--- src/rtl/ysyx_22040386_pc_unit.sv ---
// rtl/ysyx_22040386_pc_unit.sv - architectural PC, fetch offer handshake, next-PC select, minstret
// Optional misaligned-target halt enabled by defining PC_MISALIGN_CHK_EN.
`timescale 1ns/1ps
module ysyx_22040386_pc_unit #(
    parameter int              XLEN     = 64,
    parameter logic [XLEN-1:0] RESET_PC = 64'h8000_0000
) (
    input  logic            clk,
    input  logic            rst_n,
    output logic            pc_valid_o,
    input  logic            pc_ready_i,
    output logic [XLEN-1:0] pc_o,
    input  logic            commit_i,
    input  logic            branch_i,
    input  logic            trap_i,
    input  logic [XLEN-1:0] branch_target_i,
    input  logic [XLEN-1:0] csr_dnpc_i,
    output logic [XLEN-1:0] instret_o,
    output logic            misalign_o
);

    typedef enum logic [1:0] {
        BOOT        = 2'd0,
        OFFER       = 2'd1,
        WAIT_COMMIT = 2'd2,
        HALT        = 2'd3
    } state_t;

    localparam logic [XLEN-1:0] PC_STEP   = XLEN'(4);
    localparam logic [XLEN-1:0] CNT_STEP  = XLEN'(1);

    state_t          state;
    logic [XLEN-1:0] next_pc;

    // Trap redirect wins over branch; branch targets always drop bit 0 (jalr semantics).
    always_comb begin
        next_pc = pc_o + PC_STEP;
        if (trap_i) begin
            next_pc = csr_dnpc_i;
        end else if (branch_i) begin
            next_pc = {branch_target_i[XLEN-1:1], 1'b0};
        end
    end

`ifdef PC_MISALIGN_CHK_EN
    logic misalign_q;
    assign misalign_o = misalign_q;
`else
    assign misalign_o = 1'b0;
`endif

    always_ff @(posedge clk or negedge rst_n) begin
        if (!rst_n) begin
            state      <= BOOT;
            pc_o       <= RESET_PC;
            pc_valid_o <= 1'b0;
            instret_o  <= '0;
`ifdef PC_MISALIGN_CHK_EN
            misalign_q <= 1'b0;
`endif
        end else begin
            case (state)
                BOOT: begin
                    state      <= OFFER;
                    pc_valid_o <= 1'b1;
                end
                OFFER: begin
                    if (pc_valid_o && pc_ready_i) begin
                        state      <= WAIT_COMMIT;
                        pc_valid_o <= 1'b0;
                    end
                end
                WAIT_COMMIT: begin
                    if (commit_i) begin
                        pc_o      <= next_pc;
                        instret_o <= instret_o + CNT_STEP;
`ifdef PC_MISALIGN_CHK_EN
                        if (next_pc[1]) begin
                            misalign_q <= 1'b1;
                            state      <= HALT;
                            pc_valid_o <= 1'b0;
                        end else begin
                            state      <= OFFER;
                            pc_valid_o <= 1'b1;
                        end
`else
                        state      <= OFFER;
                        pc_valid_o <= 1'b1;
`endif
                    end
                end
                HALT: begin
                    pc_valid_o <= 1'b0;
                end
                default: begin
                    state      <= BOOT;
                    pc_valid_o <= 1'b0;
                end
            endcase
        end
    end

endmodule
--- config.mk ---
export PLATFORM = sky130hd
export DESIGN_NAME = ysyx_22040386_pc_unit
export DESIGN_NICKNAME = d
export VERILOG_FILES = /design/src/rtl/ysyx_22040386_pc_unit.sv
export SDC_FILE = /design/constraint.sdc
export NUM_CORES = 1
export LEC_CHECK = 0
export BUFFER_PORTS_ARGS = -buffer_cell sky130_fd_sc_hd__buf_4
export CAP_MARGIN = 5
export CORE_AREA = 8 8 131 133
export CTS_CLUSTER_DIAMETER = 30
export CTS_CLUSTER_SIZE = 40
export DETAILED_ROUTE_END_ITERATION = 8
export DIE_AREA = 0 0 139 141
export PLACE_DENSITY = 0.85
export SLEW_MARGIN = 20
export SYNTH_ARGS = -nofsm -noshare
export SYNTH_HDL_FRONTEND = slang
export SYNTH_SLANG_ARGS = --single-unit
--- constraint.sdc ---
create_clock -name clk -period 5.6 [get_ports clk]
set_input_delay 0.28 -clock clk [delete_from_list [all_inputs] [get_ports clk]]
set_output_delay 0.28 -clock clk [all_outputs]
set_load 0.005 [all_outputs]
==> impl_results.md, run 1 <==
- Status: completed
- Crit end category: flop
- Clock Sinks: 131
- Post-synth ARST share: 1.00
- Chip Width: ~140 um
- Die footprint: between 15,000 and 20,000 um^2
- Fillers: ~1,100
- Die Ht: 141 um
- Largest net degree at the start of global routing: 80
- Worst Path Arrival: between 3000 and 4000 ps
- Final hold vios: 0
- Tot Pwr: about 0.0025 W
- Seq cells post-synth: 131
- # port buffers: between 200 and 300
- Sequential area share after synthesis: 0.406
- Setup Total Neg Slack: 0 ps
- Layout cells sized above 1: 0.283
- Critical path origin: pc_o[3]
- MaxCap Viol Count: 0
- Num ports: 264
- Post-route cell area: roughly 11,000 um^2
- Final Max Tran Viols: 0
- Clock slew at reported path FFs: approximately 60 ps
- Worst reg-to-reg path cell count: 6
- TritonCTS clock tree: yes
- Global Route Usage Sum: 0.284
- Area Growth Syn to Fin: 32.8%
- Syn avg cell area: around 8.8 um^2
- PwrDens: 229 nW/um^2
- Setup slack, reg-to-reg: 2750 ps
- CTS buffer count: 17
- Skew final: 9.11 ps
- Wirelength per Cell: 21.1 um
- RSZ-0062 raised after global routing: false
- Final Non-Filler Cells: between 1,000 and 1,500
- Worst slew pin tran: ~870 ps
- Min-delay worst type: primary input to flop
- Core ar.: between 10,000 and 15,000 um^2
- Fin crit period: about 2800 ps
- Synthesized cell area: 8080 um^2
- Post-place setup slack: a little under 3000 ps
- Share of the synthesized area in the top cell type: 0.402
- RR Startpoint: pc_o[3]
- Reg-to-Reg End: pc_o[58]
- CP Launch Type: flop
- Ranking of synthesized cells by area: dfrtp_1 (40%), nand2_1 (4.1%), a22oi_1 (3.8%)
- Post-synthesis cell type count: 75
- Setup slack after layout: approximately 2800 ps
- First-pass GRT wire length: 45.1 mm
- Synthesized instance count: between 900 and 1,000
- Syn_nets: about 1,100
- DRT Pass-1 Iters: 6
- Critical Path Sink: pc_o[58]
- Peak supply drop: just over 0.2 mV
- Area after DPL: 10,100 um^2
- Critical-path maximum fanout: 15
- CTS Buffer Depth: 2
- Ys Warns: 0
- Initial antenna violation count: 3
- Area leader, netlist: dfrtp_1
- Final ANT Viol Nets: 0
- CTS H-tree depth: 4
- Primary FF master, synth: dfrtp_1
- Slew margin rel.: 0.422
- Gpl congestion: 0.896
- Clk_lat worst skew: ~420 ps
- Leakage: 4.82 nW
- Fmax: about 350 MHz
- Final HPWL DP: around 20 mm
- DRC errors left: 0
- Num rows: 45
- DR iter-0 viols: approximately 960
- EDFF count, synth: 0
- Grt total ovfl: 0
- Setup CP Type: flop to flop
- CTS resizes: 0
- Drt total wl: between 20 and 30 mm
- Starting density of the core: 0.540
- Placed Cells: 1,321
- Vias per cell: 6.48
- CTS Root Cell: clkbuf_16
- WP data required: approximately 5900 ps
- Final Net Count: between 1,000 and 1,500
- Vias in the first global route: between 8,000 and 9,000
- Setup violations, final: 0
- Final period utilization: 0.509
- Vias: between 8,000 and 9,000
sequential cells by signal (all words and copies together), names as in the netlist:
name / cells
instret_o: 64
pc_valid_o: 1
state: 2
pc_o: 64
final cells by class:
class,instances,area (um^2),area share
inverters,25,93.8,0.00874
clock inverters,14,154,0.0143
well taps,188,235,0.0219
repair buffers,269,2030,0.190
diodes,1,2.50,0.000233
multi-input cells,710,4490,0.419
clock buffers,18,439,0.0409
flip-flops and latches,131,3280,0.306
power by group:
part	switching, W	internal [W]
logic	0.000135	0.000156
clock network	0.000446	0.000671
registers	0.0000674	0.000982
cells by family (layout without fill, tap and decap cells):
family	count (synthesis)	after routing	synth area share
simple gates	407	407	0.277
compound gates	232	232	0.200
flops	131	131	0.406
buf+inv	82	326	0.0398
xor+xnor	63	63	0.0683
mux	5	5	0.00619
fa+ha+maj	2	2	0.00310
other cells	1	2	0.000464
how the worst min path moves through the flow:
| stage | startpoint | endpoint | slack [ps] | depth (start not counted) |
|---|---|---|---|---|
| finish | csr_dnpc_i[0] | pc_o[0] | 120 | 2 |
| global route | csr_dnpc_i[0] | pc_o[0] | 110 | 2 |
| CTS | csr_dnpc_i[0] | pc_o[0] | 110 | 2 |
| detailed placement | rst_n | instret_o[15] | 420 | 1 |
| global placement | rst_n | instret_o[13] | 440 | 1 |
| floorplan | rst_n | instret_o[0] | -20 | 0 |
metrics by stage:
stage | util | hold slack [ps]
3_3_place_gp | 0.675 | 437
4_1_cts | 0.715 | 108
6_report | 0.717 | 119
2_1_floorplan | - | -15.6
3_5_place_dp | 0.675 | 423
5_1_grt | 0.717 | 114
per-layer routing:
metal	GRT usage	part of all wire
met5	0	0.00067
met4	0.118	0.028
met3	0.0841	0.094
met2	0.477	0.50
met1	0.334	0.38
synth_stat cells (3+ instances only):
cell type  count
dfrtp_1      130
nand2_1       89
nor2_1        64
nand3_1       61
o21ai_0       51
clkbuf_1      44
nand4_1       44
a22oi_1       41
nor3_1        38
a21oi_1       36
xnor2_1       32
xor2_1        31
nor4_1        27
inv_1         25
or3_1         22
and3_1        15
a22o_1        13
a31oi_1       10
o211ai_1      10
buf_2          8
o311ai_0       8
o31a_1         7
or4_1          7
o2bb2ai_1      6
a21o_1         5
mux2i_1        5
o31ai_1        5
o41ai_1        5
a211o_1        4
a311o_1        4
and2_1         4
buf_1          4
nor4_4         4
a222oi_1       3
a32o_1         3
nand4_4        3
nor3b_1        3
o22ai_1        3
timing repair:
action | in CTS | in global routing
setup buffers | 0 | 0
hold buffers | 1 | 0
hold endpoints to repair | 25 | 0
critical path, cell delays in order (launching register included):
cell and delay, ps:
dfrtp_1 510, ha_1 260, nand3_1 210, nor2_1 400, nand3_1 560, or4_1 670
a21oi_1 150
cell usage in the layout (no fill, tap or decap), drive strengths merged, types with 5 or more instances in the layout:
| cell type | count |
|---|---|
| buf | 268 |
| o21ai | 51 |
| or3 | 22 |
| xor2 | 31 |
| nor2 | 64 |
| a22oi | 41 |
| o31a | 7 |
| or4 | 8 |
| o211ai | 10 |
| clkinvlp | 6 |
| a21o | 5 |
| nor4 | 33 |
| a22o | 13 |
| o311ai | 10 |
| and3 | 16 |
| nand2 | 91 |
| nor3 | 40 |
| mux2i | 5 |
| nand4 | 49 |
| dfrtp | 130 |
| a21oi | 36 |
| inv | 28 |
| nand3 | 63 |
| xnor2 | 32 |
| a31oi | 10 |
| o2bb2ai | 6 |
| o41ai | 5 |
| o31ai | 5 |
| clkbuf | 18 |
Note: power is estimated with default switching activity, not from simulation.
==> inputs of run 2 (changes only) <==
--- a/config.mk
+++ b/config.mk
@@ -7,12 +7,12 @@
 export LEC_CHECK = 0
 export BUFFER_PORTS_ARGS = -buffer_cell sky130_fd_sc_hd__buf_4
 export CAP_MARGIN = 5
-export CORE_AREA = 8 8 131 133
+export CORE_AREA = 8 8 134 136
 export CTS_CLUSTER_DIAMETER = 30
 export CTS_CLUSTER_SIZE = 40
 export DETAILED_ROUTE_END_ITERATION = 8
-export DIE_AREA = 0 0 139 141
-export PLACE_DENSITY = 0.85
+export DIE_AREA = 0 0 142 144
+export PLACE_DENSITY = 0.82
 export SLEW_MARGIN = 20
 export SYNTH_ARGS = -nofsm -noshare
 export SYNTH_HDL_FRONTEND = slang
==> constraint.sdc (replaced) <==
create_clock -name clk -period 2.9 [get_ports clk]
set_input_delay 0.145 -clock clk [delete_from_list [all_inputs] [get_ports clk]]
set_output_delay 0.145 -clock clk [all_outputs]
set_load 0.005 [all_outputs]
==> impl_results.md, run 2 (synthesis results as in run 1) <==
- CTS Hold Buffers Added: 3 (was 1)
- Final Net Count: 1,308 (was 1,290)
- TritonCTS clock tree: yes (unchanged)
- Fillers: 1,339 (was 1,119)
- Die Ht: 144 um (was 141 um)
- Vias in the first global route: 8,449 (was 8,592)
- CTS Root Cell: clkbuf_16 (unchanged)
- Hold Startpoint: csr_dnpc_i[18] (was csr_dnpc_i[0])
- Final HPWL DP: 20.7 mm (was 19.8 mm)
- Final hold vios: 0 (unchanged)
- CTS H-tree depth: 4 (unchanged)
- Commonest cells after routing, fill and taps aside: buf_4 (282), dfrtp_1 (130), nand2_1 (89) (was buf_4 (267), dfrtp_1 (130), nand2_1 (89))
- CTS Buffer Depth: 2 (unchanged)
- Placed Cells: 1,370 (was 1,321)
- Final Max Tran Viols: 0 (unchanged)
- Vias per cell: 6.14 (was 6.48)
- Clock share of power: 0.450 (was 0.454)
- Area Growth Syn to Fin: 35.0% (was 32.8%)
- Largest net degree at the start of global routing: 84 (was 80)
- Worst slew pin tran: 693 ps (was 867 ps)
- Worst Path Arrival: 2820 ps (was 3190 ps)
- CTS buffer count: 17 (unchanged)
- Num ports: 264 (unchanged)
- Layout cells sized above 1: 0.289 (was 0.283)
- Slowest CP cell: dfrtp_1 (was or4_1)
- Grt total ovfl: 0 (unchanged)
- DR iter-0 viols: 912 (was 962)
- RSZ-0062 raised after global routing: false (unchanged)
- First-pass GRT wire length: 44.8 mm (was 45.1 mm)
- Share of total power in combinational logic: 0.122 (was 0.118)
- Final Non-Filler Cells: 1,405 (was 1,356)
- Setup CP Type: flop to flop (unchanged)
- Final period utilization: 0.869 (was 0.509)
- RR Startpoint: pc_o[2] (was pc_o[3])
- WP data required: 3200 ps (was 5940 ps)
- Die footprint: 20,400 um^2 (was 19,600 um^2)
- Setup violations, final: 0 (unchanged)
- Net Switching: 0.00119 W (was 0.000648 W)
- Biggest regs: instret_o (64), pc_o (64), state (2) (unchanged)
- Chip Width: 142 um (was 139 um)
- CTS resizes: 0 (unchanged)
- Leakage: 4.92 nW (was 4.82 nW)
- Power Internal: 0.00354 W (was 0.00181 W)
- Sw Ratio: 0.252 (was 0.264)
- Fmax: 397 MHz (was 351 MHz)
- Fin crit period: 2520 ps (was 2850 ps)
- Initial antenna violation count: 0 (was 3)
- CP Launch Type: flop (unchanged)
- Max stage delay on crit path: 520 ps (was 670 ps)
- Setup Total Neg Slack: 0 ps (unchanged)
- Clock slew at reported path FFs: 60 ps (about the same)
- Global Route Usage Sum: 0.276 (was 0.284)
- PwrDens: 434 nW/um^2 (was 229 nW/um^2)
- DRT Pass-1 Iters: 6 (unchanged)
- Crit end category: flop (unchanged)
- DRC errors left: 0 (unchanged)
- Setup Fix Bufs, Post-CTS: 0 (unchanged)
- Skew final: 7.97 ps (was 9.11 ps)
- Peak supply drop: 0.414 mV (was 0.203 mV)
- Critical-path maximum fanout: 8 (was 15)
- Starting density of the core: 0.503 (was 0.540)
- # diodes: 0 (was 1)
- Clock Sinks: 131 (unchanged)
- Setup slack, reg-to-reg: 380 ps (was 2750 ps)
- Num rows: 47 (was 45)
- Drt total wl: 28.3 mm (was 28.6 mm)
- Ordered list of cells on the worst path: ha_1 > nand3_1 > nor2_1 > and3_1 > nand2_1 > a311o_1 (was ha_1 > nand3_1 > nor2_1 > nand3_1 > or4_1 > a21oi_1)
- Status: completed (unchanged)
- Wirelength per Cell: 20.1 um (was 21.1 um)
- MaxCap Viol Count: 0 (unchanged)
- Clk_lat worst skew: 420 ps (about the same)
- Slew margin rel.: 0.533 (was 0.422)
- Hold depth: 3 (was 2)
- Vias: 8,626 (was 8,787)
- Gpl congestion: 0.899 (was 0.896)
- Final ANT Viol Nets: 0 (unchanged)
- # port buffers: 261 (unchanged)
- Critical path origin: pc_o[2] (was pc_o[3])
- Core ar.: 16,100 um^2 (was 15,000 um^2)
- Most common cell after layout, fill and taps aside: buf_4 (unchanged)
- Worst reg-to-reg path cell count: 6 (unchanged)
- Min-delay worst type: primary input to flop (unchanged)
- Sequential power share: 0.429 (was 0.427)
==> run 2: final timing paths <==
kind / end
min in group asynchronous: pc_o[0]
setup / recovery: pc_o[62]
hold / removal: pc_o[18]
max in group asynchronous: pc_o[49]
hold reg to reg: instret_o[63]
setup reg to reg: pc_o[62]
==> run 2: power groups by stage <==
stage                     Combinational (W)  Clock [W]  Sequential, W
after floorplan                    0.000219          0        0.00203
after global placement             0.000566          0        0.00205
after detailed placement           0.000572          0        0.00206
after CTS                          0.000577    0.00215        0.00202
after global routing               0.000629    0.00223        0.00204
final                              0.000575    0.00213        0.00203
==> run 2: layer usage <==
layer	vias up	track usage	share of wire
met5	-	0	0
met4	0	0.107	0.026
met3	50	0.0673	0.089
met2	456	0.458	0.49
met1	4119	0.340	0.40
li1	4001	-	-
==> run 2: layout make-up <==
cell class	count	area [um^2]	area share
multi-input cells	710	4490	0.412
flip-flops and latches	131	3280	0.301
repair buffers	287	2190	0.200
clock buffers	24	482	0.0441
well taps	220	275	0.0252
clock inverters	8	101	0.00929
inverters	25	93.8	0.00860
==> run 2: stage by stage <==
stage / setup WS, ps / power (W) / hold WS [ps] / utilization / instance area, um^2
floorplan: 756 / 0.00225 / -151 / - / 8080
global placement: 473 / 0.00262 / 130 / 0.641 / 10300
detailed placement: 443 / 0.00263 / 124 / 0.641 / 10300
CTS: 425 / 0.00475 / 7.38 / 0.680 / 10900
global route: 191 / 0.00490 / 23.1 / 0.680 / 10900
finish: 381 / 0.00473 / 18.9 / 0.680 / 10900
==> run 2: worst max-delay path: cells and delay by family (launching register included) <==
kind	cells	cell delay, ps
AND/OR/NAND/NOR	4	1230
flip-flops	1	520
AO/OA/AOI/OAI	1	370
adder cells (fa/ha/maj)	1	280
